File: config.mk
export PLATFORM = sky130hd
export DESIGN_NAME = output_packet_collector
export DESIGN_NICKNAME = d
export VERILOG_FILES = /design/src/rtl/noc_pkg.sv /design/src/rtl/sync_fifo.sv /design/src/rtl/output_packet_collector.sv
export SDC_FILE = /design/constraint.sdc
export NUM_CORES = 1
export LEC_CHECK = 0
export ABC_CLOCK_PERIOD_IN_PS = 3700
export CORE_MARGIN = 2
export CORE_UTILIZATION = 55
export DETAILED_ROUTE_END_ITERATION = 8
export DONT_BUFFER_PORTS = 1
export PLACE_DENSITY = 0.7
export SLEW_MARGIN = 20
export SYNTH_ARGS = -nofsm -noshare
export SYNTH_HDL_FRONTEND = slang
export SYNTH_SLANG_ARGS = --single-unit
File: constraint.sdc
create_clock -name clk -period 3.7 [get_ports clk]
set_input_delay 0.37 -clock clk [delete_from_list [all_inputs] [get_ports clk]]
set_output_delay 0.37 -clock clk [all_outputs]
set_load 0.005 [all_outputs]
File: src/rtl/noc_pkg.sv
// Shared NoC packet definitions for the output collector.
// Field layout: {data, addr, dest}, dest in the low bits.
package noc_pkg;

  localparam int WIDTH_packet = 28;
  localparam int WIDTH_addr   = 3;
  localparam int WIDTH_dest   = 3;
  localparam int WIDTH        =
    WIDTH_packet + WIDTH_addr + WIDTH_dest;

  typedef struct packed {
    logic [WIDTH_packet-1:0] data;
    logic [WIDTH_addr-1:0]   addr;
    logic [WIDTH_dest-1:0]   dest;
  } noc_packet_t;

  function automatic logic [WIDTH_dest-1:0] get_dest(
    input noc_packet_t p
  );
    return p.dest;
  endfunction

endpackage

File: src/rtl/sync_fifo.sv
// Payload FIFO with wrap-bit pointers.
// Head entry is read straight from the storage flops.
module sync_fifo #(
  parameter int W     = 31,
  parameter int DEPTH = 8
) (
  input  logic         clk,
  input  logic         reset,
  input  logic         push,
  input  logic         pop,
  input  logic [W-1:0] wdata,
  output logic [W-1:0] rdata,
  output logic         full,
  output logic         empty
);

  localparam int AW = $clog2(DEPTH);

  logic [W-1:0] mem [DEPTH];
  logic [AW:0]  wr_ptr;
  logic [AW:0]  rd_ptr;

  always_ff @(posedge clk) begin
    if (reset) begin
      wr_ptr <= '0;
      rd_ptr <= '0;
    end else begin
      if (push) wr_ptr <= wr_ptr + 1'b1;
      if (pop)  rd_ptr <= rd_ptr + 1'b1;
    end
  end

  always_ff @(posedge clk) begin
    if (push) mem[wr_ptr[AW-1:0]] <= wdata;
  end

  assign rdata = mem[rd_ptr[AW-1:0]];
  assign empty = (wr_ptr == rd_ptr);
  assign full  = ((wr_ptr ^ rd_ptr) ==
                  {1'b1, {AW{1'b0}}});

  ap_no_overflow: assert property (
    @(posedge clk) disable iff (reset)
    !(push && full && !pop)
  );

  ap_no_underflow: assert property (
    @(posedge clk) disable iff (reset)
    !(pop && empty)
  );

endmodule

File: src/rtl/output_packet_collector.sv
// Dest filter, payload queue and delivery counter
// feeding the output sink.
module output_packet_collector
  import noc_pkg::*;
#(
  parameter int WIDTH_packet = noc_pkg::WIDTH_packet,
  parameter int WIDTH_addr   = noc_pkg::WIDTH_addr,
  parameter int WIDTH_dest   = noc_pkg::WIDTH_dest,
  parameter int WIDTH        = noc_pkg::WIDTH,
  parameter int OUT_ID       = 0,
  parameter int DEPTH        = 8,
  parameter int NUM_PACKETS  = 20,
  localparam int DW = $clog2(NUM_PACKETS + 1)
) (
  input  logic                    clk,
  input  logic                    reset,
  input  logic                    in_valid,
  output logic                    in_ready,
  input  logic [WIDTH-1:0]        in_packet,
  output logic                    out_valid,
  input  logic                    out_ready,
  output logic [WIDTH_packet-1:0] out_data,
  output logic [WIDTH_addr-1:0]   out_src,
  output logic [7:0]              drop_count,
  output logic [DW-1:0]           delivered,
  output logic                    done
);

  localparam logic [0:0] COLLECT = 1'b0;
  localparam logic [0:0] DONE    = 1'b1;
  localparam int FW = WIDTH_addr + WIDTH_packet;

  logic [0:0]    state;
  noc_packet_t   pkt;
  logic          dest_hit;
  logic          accept;
  logic          push;
  logic          pop;
  logic          full;
  logic          empty;
  logic [FW-1:0] head;

  assign pkt      = in_packet;
  assign dest_hit = (get_dest(pkt) ==
                     WIDTH_dest'(OUT_ID));
  assign done     = (state == DONE);

  assign out_valid = !empty && !done;
  assign pop       = out_valid && out_ready;

  // Drops bypass the FIFO, so only a hit waits on space.
  assign in_ready = !done &&
                    (!full || pop || !dest_hit);
  assign accept   = in_valid && in_ready;
  assign push     = accept && dest_hit;

  sync_fifo #(
    .W     (FW),
    .DEPTH (DEPTH)
  ) u_fifo (
    .clk   (clk),
    .reset (reset),
    .push  (push),
    .pop   (pop),
    .wdata ({pkt.addr, pkt.data}),
    .rdata (head),
    .full  (full),
    .empty (empty)
  );

  assign out_src  = out_valid ?
    head[FW-1:WIDTH_packet] : '0;
  assign out_data = out_valid ?
    head[WIDTH_packet-1:0] : '0;

  always_ff @(posedge clk) begin
    if (reset) begin
      drop_count <= '0;
    end else if (accept && !dest_hit &&
                 drop_count != 8'hFF) begin
      drop_count <= drop_count + 8'd1;
    end
  end

  always_ff @(posedge clk) begin
    if (reset) begin
      delivered <= '0;
      state     <= COLLECT;
    end else if (pop) begin
      delivered <= delivered + 1'b1;
      if (delivered == DW'(NUM_PACKETS - 1))
        state <= DONE;
    end
  end

endmodule

# Yosys cells after proc, flatten, opt, wreduce, memory -nomap -nowiden
# Memory sizes are Yosys's and may differ from the RTL's. A register that Yosys moved wholly into a read port is not among the register bits.
# Index checks and enable logic that the tools add are counted.
[op_classes]
eq_ne = 4
add_sub_neg = 4
reduce_logical = 15
mux = 6
bitwise = 1
[ops]
columns = ["operator", "count"]
rows = [
  ["28-bit two-way mux", 1],
  ["3-bit two-way mux", 3],
  ["4-bit by 1-bit adder with 4-bit output (second input constant)", 2],
  ["8-bit by 1-bit adder with 8-bit output (second input constant)", 1],
  ["8-bit inequality test (second input constant)", 1],
  ["1-bit logical AND", 7],
  ["5-bit by 1-bit adder with 5-bit output (second input constant)", 1],
  ["5-bit == test (second input constant)", 1],
  ["4-bit == test", 1],
  ["4-bit == test (second input constant)", 1],
  ["1-bit logical NOT", 4],
  ["4-bit bitwise XOR", 1],
  ["3-bit logical NOT", 1],
  ["1-bit logical OR", 2],
  ["1-bit two-way mux", 2],
  ["2-bit AND reduction", 1],
]
[totals]
in_bits = 38
elab_cells = 36
output_inout_bits = 47
n_memories = 1
mem_bits_rw = 248
register_bits = 22
[mem_list]
columns = ["name", "depth", "word_bits", "read_ports", "rd_clocked_by_memory_dff", "wr", "line_no", "text"]
rows = [
  ["u_fifo.mem", 8, 31, 1, 1, 1, "sync_fifo.sv:19", "logic [W-1:0] mem [DEPTH];"],
]

# Logic depth before layout (Yosys ltp)
[depth]
depth_word = 11
ltp_mapped = 6
ltp_nobuf = 5

# Modules after synthesis
# A second synthesis with hierarchy kept.
[hier_totals]
hier_cells = 530
hier_area_um2 = 10906.7
[by_module_without_submodules]
columns = ["mod", "cells_per_inst", "seq_area_each_um2", "instances", "area_each_um2"]
rows = [
  ["sync_fifo", 415, 7667.4, 1, 10030.9],
  ["output_packet_collector", 115, 280.3, 1, 875.8],
]

# Worst setup path after synthesis
# No wires, ideal clock.
[synth_path]
path_kind = "input-to-reg"
from = "in in_packet[1]"
to = "reg u_fifo.wr_ptr[3]"
stages = 4
t_arrival_ns = 2.859
path_slack_ns = 0.719
path_buffers = 0
path_cell_list = "nor3_1 > nand4_1 > a21oi_1 > mux2_2"
[synth_between]
elab_chain_len = 6
[synth_rtl]
columns = ["item", "line_no", "text"]
rows = [
  ["start: declaration", "output_packet_collector.sv:19", "input logic [WIDTH-1:0] in_packet,"],
  ["3-bit logical NOT (*)", "output_packet_collector.sv:44", "assign dest_hit = (get_dest(pkt) =="],
  ["1-bit logical NOT", "output_packet_collector.sv:53", "(!full || pop || !dest_hit);"],
  ["1-bit logical OR", "output_packet_collector.sv:53", ""],
  ["1-bit logical AND", "output_packet_collector.sv:52", "assign in_ready = !done &&"],
  ["1-bit logical AND", "output_packet_collector.sv:54", "assign accept = in_valid && in_ready;"],
  ["1-bit logical AND (*)", "output_packet_collector.sv:55", "assign push = accept && dest_hit;"],
  ["end signal: assignment", "sync_fifo.sv:28", "if (push) wr_ptr <= wr_ptr + 1'b1;"],
  ["end: declaration", "sync_fifo.sv:20", "logic [AW:0] wr_ptr;"],
]
# Mark *: on every way between the ends. The rest lies on a longest branch, timed or not.
# A chain may end at the register's enable or synchronous reset.

==> impl_metrics.prom <==
# TYPE chip_impl_metric gauge
chip_impl_info{name="status",value="finished clean"} 1
chip_impl_info{name="main_combinational_cell_family_by_area_after_synthesis",value="multiplexers"} 1
chip_impl_metric{name="share_of_cell_area_taken_by_muxes_after_synthesis",unit=""} 0.168
chip_impl_metric{name="synth_xor_area_frac",unit=""} 0.00572
chip_impl_metric{name="clkSinkCount",unit=""} 273
chip_impl_metric{name="power",unit="uW"} 6100
chip_impl_metric{name="synth-compound-area-share",unit=""} 0.0165
chip_impl_info{name="worstPathCellList",value="buf_12, mux4_2, mux2i_1, nor2_1"} 1
chip_impl_metric{name="p_per_area",unit="nW/um^2"} 506
chip_impl_metric{name="postSynthNetCount",unit=""} 578
chip_impl_metric{name="detail_route.vias_per_cell",unit=""} 5.85
chip_impl_metric{name="arrival",unit="ns"} 2.39
chip_impl_metric{name="synth_edf_count",unit=""} 248
chip_impl_metric{name="timing_worst_slew_pin_value",unit="ns"} 1.02
chip_impl_metric{name="fp-row-count",unit=""} 51
chip_impl_metric{name="final_layout_size_suffix_gt1_frac",unit=""} 0.206
chip_impl_info{name="timing_worst_setup_path_type",value="reg -> out"} 1
chip_impl_metric{name="cts_htree_levels",unit=""} 1
chip_impl_metric{name="dr.first_iter.drc_count",unit=""} 318
chip_impl_info{name="rsz0062_at_grt",value="false"} 1
chip_impl_metric{name="drv_cap",unit=""} 0
chip_impl_metric{name="initial_utilization",unit=""} 0.556
chip_impl_info{name="worst_setup_path_start_kind",value="register"} 1
chip_impl_metric{name="globalRouteTotalUtil",unit=""} 0.192
chip_impl_metric{name="critPathRequiredTime",unit="ns"} 3.33
chip_impl_info{name="ys_top_cells_by_area",value="sky130_fd_sc_hd__edfxtp_1, sky130_fd_sc_hd__mux4_2, sky130_fd_sc_hd__dfxtp_1"} 1
chip_impl_metric{name="synth_seq_cells",unit=""} 273
chip_impl_info{name="critPathCaptureType",value="output port"} 1
chip_impl_metric{name="async_flop_share",unit=""} 0
chip_impl_metric{name="mappedNetlistArea",unit="um^2"} 10700
chip_impl_metric{name="post_synth_and_or_nand_nor_area_fraction",unit=""} 0.0457
chip_impl_info{name="yosysMostFrequentCell",value="sky130_fd_sc_hd__edfxtp_1"} 1
chip_impl_metric{name="period_share",unit=""} 0.747
chip_impl_info{name="tritoncts",value="built"} 1
chip_impl_metric{name="layout-area-overhead-vs-synth",unit="%"} 12.5
chip_impl_metric{name="gr-total-overflow",unit=""} 0
chip_impl_metric{name="die_x",unit="um"} 144
chip_impl_info{name="synth_ff_type",value="sky130_fd_sc_hd__edfxtp_1"} 1
chip_impl_metric{name="drt.antenna.violating_nets",unit=""} 0
chip_impl_metric{name="largest_net_degree_at_the_start_of_global_routing",unit=""} 33
chip_impl_metric{name="design.final.nets",unit=""} 616
chip_impl_metric{name="cts_buffer_depth",unit=""} 3
chip_impl_metric{name="detail_route.wl_per_cell",unit="um"} 22.3
chip_impl_metric{name="number_of_pins_exceeding_their_max_slew_limit_in_the_final_report",unit=""} 0
chip_impl_metric{name="final_hold_viol_count",unit=""} 0
chip_impl_metric{name="buffer_ports.inserted",unit=""} 0
chip_impl_metric{name="floorplan_die_height",unit="um"} 144
chip_impl_info{name="critical-path-slowest-cell",value="sky130_fd_sc_hd__dfxtp_4"} 1
chip_impl_info{name="cts.root.buffer_cell",value="sky130_fd_sc_hd__clkbuf_16"} 1
chip_impl_metric{name="synth-warning-count",unit=""} 0
chip_impl_metric{name="num_cts_buffers",unit=""} 27
chip_impl_metric{name="instances_no_fill",unit=""} 858
chip_impl_metric{name="final_core_utilization",unit=""} 0.626
chip_impl_metric{name="final_setup_violation_count",unit=""} 0
chip_impl_metric{name="top_achievable_clock_speed",unit="MHz"} 362
chip_impl_metric{name="finalWeightedCongestion",unit=""} 0.775
chip_impl_metric{name="worst_clock_skew",unit="ns"} 0.0133
chip_impl_metric{name="ir_drop",unit="mV"} 0.357
chip_impl_metric{name="worst-path-max-fanout",unit=""} 32
chip_impl_metric{name="place.detailed.instances",unit=""} 778
chip_impl_metric{name="drt_wirelength",unit="um"} 19200
chip_impl_metric{name="p_leak",unit="uW"} 0.00368
chip_impl_info{name="netlist.top_cell.by_area",value="sky130_fd_sc_hd__edfxtp_1"} 1
chip_impl_metric{name="postSynthCellCount",unit=""} 536
chip_impl_metric{name="synth.top_cell.area_share",unit=""} 0.695
chip_impl_metric{name="post_synth_fa_ha_maj_area_fraction",unit=""} 0.00467
chip_impl_metric{name="detailroute.via_count",unit=""} 5016
chip_impl_metric{name="ioPinCount",unit=""} 85
chip_impl_metric{name="critical_path.max_stage_delay",unit="ns"} 0.60
chip_impl_metric{name="antennaDiodeCount",unit=""} 0
chip_impl_metric{name="grt_antenna_before_repair",unit=""} 0
chip_impl_metric{name="count_of_different_cell_masters_after_synthesis",unit=""} 46
chip_impl_metric{name="n_fill_cell",unit=""} 1368
chip_impl_metric{name="timing.slew.headroom",unit=""} 0.321
chip_impl_metric{name="drt_pre_antenna_iters",unit=""} 5
chip_impl_metric{name="grt_pass1_vias",unit=""} 5375
chip_impl_metric{name="first_pass_grt_wire_length",unit="um"} 30000
chip_impl_metric{name="timing.setup.tns",unit="ns"} 0
chip_impl_metric{name="cts_clock_pin_slew_for_the_worst_setup_and_hold_paths",unit="ns"} 0.06
chip_impl_info{name="netlist_top_cells_count",value="sky130_fd_sc_hd__edfxtp_1, sky130_fd_sc_hd__mux4_2, sky130_fd_sc_hd__nor2_1, sky130_fd_sc_hd__mux2i_1, sky130_fd_sc_hd__dfxtp_1"} 1
chip_impl_metric{name="timing.hold.ws",unit="ns"} 0.0339
chip_impl_info{name="holdCritPathClass",value="in -> reg"} 1
chip_impl_metric{name="die_footprint",unit="um^2"} 20600
chip_impl_metric{name="final.min_clock_period",unit="ns"} 2.76
chip_impl_metric{name="synth.yosys.seq_area_share",unit=""} 0.741
chip_impl_metric{name="detailed_place_hpwl",unit="um"} 10900
chip_impl_metric{name="synthesis.area_per_instance",unit="um^2"} 20.0
chip_impl_metric{name="route.detailed.drc",unit=""} 0
chip_impl_metric{name="design.core.area",unit="um^2"} 19300
chip_impl_metric{name="insertion_delay",unit="ns"} 0.52
## cell type report
type,instances,area (um^2),area share
clock buffers,37,743,0.0616
flip-flops and latches,273,7960,0.660
inverters,4,15.0,0.00124
multi-input cells,231,2600,0.215
repair buffers,37,370,0.0307
clock inverters,11,48.8,0.00405
well taps,265,332,0.0275
## flip-flops by register name, summed over array words and instances (netlist names), named ones only
| register | count |
|---|---|
| u_fifo.mem | 248 |
| drop_count | 8 |
| delivered | 5 |
| u_fifo.rd_ptr | 4 |
| u_fifo.wr_ptr | 4 |
| done | 1 |
## power breakdown
group	total (uW)	leakage [uW]	switching [uW]	internal (uW)
clock	2430	0.000387	1040	1390
combinational	275	0.000856	145	131
sequential	3400	0.00244	21.9	3370
## worst paths after layout
kind               startpoint                 to  slack [ns]  cells past startpoint
max                  register       out_data[23]        0.94                      4
min                     reset   u_fifo.wr_ptr[1]        0.03                      2
max reg2reg  u_fifo.wr_ptr[0]  u_fifo.mem[4][14]        1.22                      4
min reg2reg     drop_count[7]      drop_count[7]        0.56                      2
## layer usage
layer / track usage / vias up / share of wire
met3: 0.0380 / 27 / 0.045
met2: 0.333 / 136 / 0.51
met1: 0.251 / 2600 / 0.42
met5: 0 / - / 0
li1: - / 2253 / -
met4: 0.0501 / 0 / 0.020
## through the flow
step	setup WS, ns	area, um^2
6_report	0.935	12100
2_1_floorplan	0.719	10700
3_5_place_dp	1.17	10900
5_1_grt	0.752	12100
3_3_place_gp	1.22	10900
4_1_cts	0.847	12100
## layout by cell type (no fill, tap or decap), types with 2 or more instances in the layout
master / n
sky130_fd_sc_hd__a21oi_1: 9
sky130_fd_sc_hd__a21oi_4: 2
sky130_fd_sc_hd__a31o_2: 2
sky130_fd_sc_hd__and3b_2: 2
sky130_fd_sc_hd__and4b_2: 2
sky130_fd_sc_hd__and4bb_2: 2
sky130_fd_sc_hd__buf_4: 4
sky130_fd_sc_hd__clkbuf_1: 7
sky130_fd_sc_hd__clkbuf_16: 27
sky130_fd_sc_hd__clkbuf_8: 3
sky130_fd_sc_hd__clkinv_1: 8
sky130_fd_sc_hd__clkinv_2: 2
sky130_fd_sc_hd__dfxtp_1: 22
sky130_fd_sc_hd__dfxtp_4: 2
sky130_fd_sc_hd__dlygate4sd3_1: 32
sky130_fd_sc_hd__edfxtp_1: 248
sky130_fd_sc_hd__ha_1: 4
sky130_fd_sc_hd__inv_1: 4
sky130_fd_sc_hd__mux2_1: 2
sky130_fd_sc_hd__mux2_2: 3
sky130_fd_sc_hd__mux2i_1: 35
sky130_fd_sc_hd__mux4_2: 62
sky130_fd_sc_hd__nand2_1: 3
sky130_fd_sc_hd__nand2b_1: 4
sky130_fd_sc_hd__nand3_1: 6
sky130_fd_sc_hd__nand4_1: 5
sky130_fd_sc_hd__nor2_1: 49
sky130_fd_sc_hd__nor2b_1: 4
sky130_fd_sc_hd__nor3_1: 2
sky130_fd_sc_hd__o21ai_0: 3
sky130_fd_sc_hd__o31ai_1: 2
sky130_fd_sc_hd__or3_1: 4
sky130_fd_sc_hd__or4_1: 2
sky130_fd_sc_hd__xnor2_1: 6
## what timing repair did
item	CTS	global route
setup buffers	0	0
resized for setup	0	0
hold buffers	32	0
hold endpoints to repair	264	0
## worst max-delay path: cells and delay by family, from the launching register on
kind                   cells  cell delay (ns)
muxes                      2             0.82
and+or+nand+nor            1             0.10
buffers and inverters      1             0.32
DFF                        1             0.60
## logic make-up after synthesis
kind of cell,Yosys count
AO/OA/AOI/OAI,25
XOR/XNOR,7
adder cells (fa/ha/maj),4
buffers and inverters,32
flip-flops,273
multiplexers,102
AND/OR/NAND/NOR,93
(Power assumes the default switching activity.)
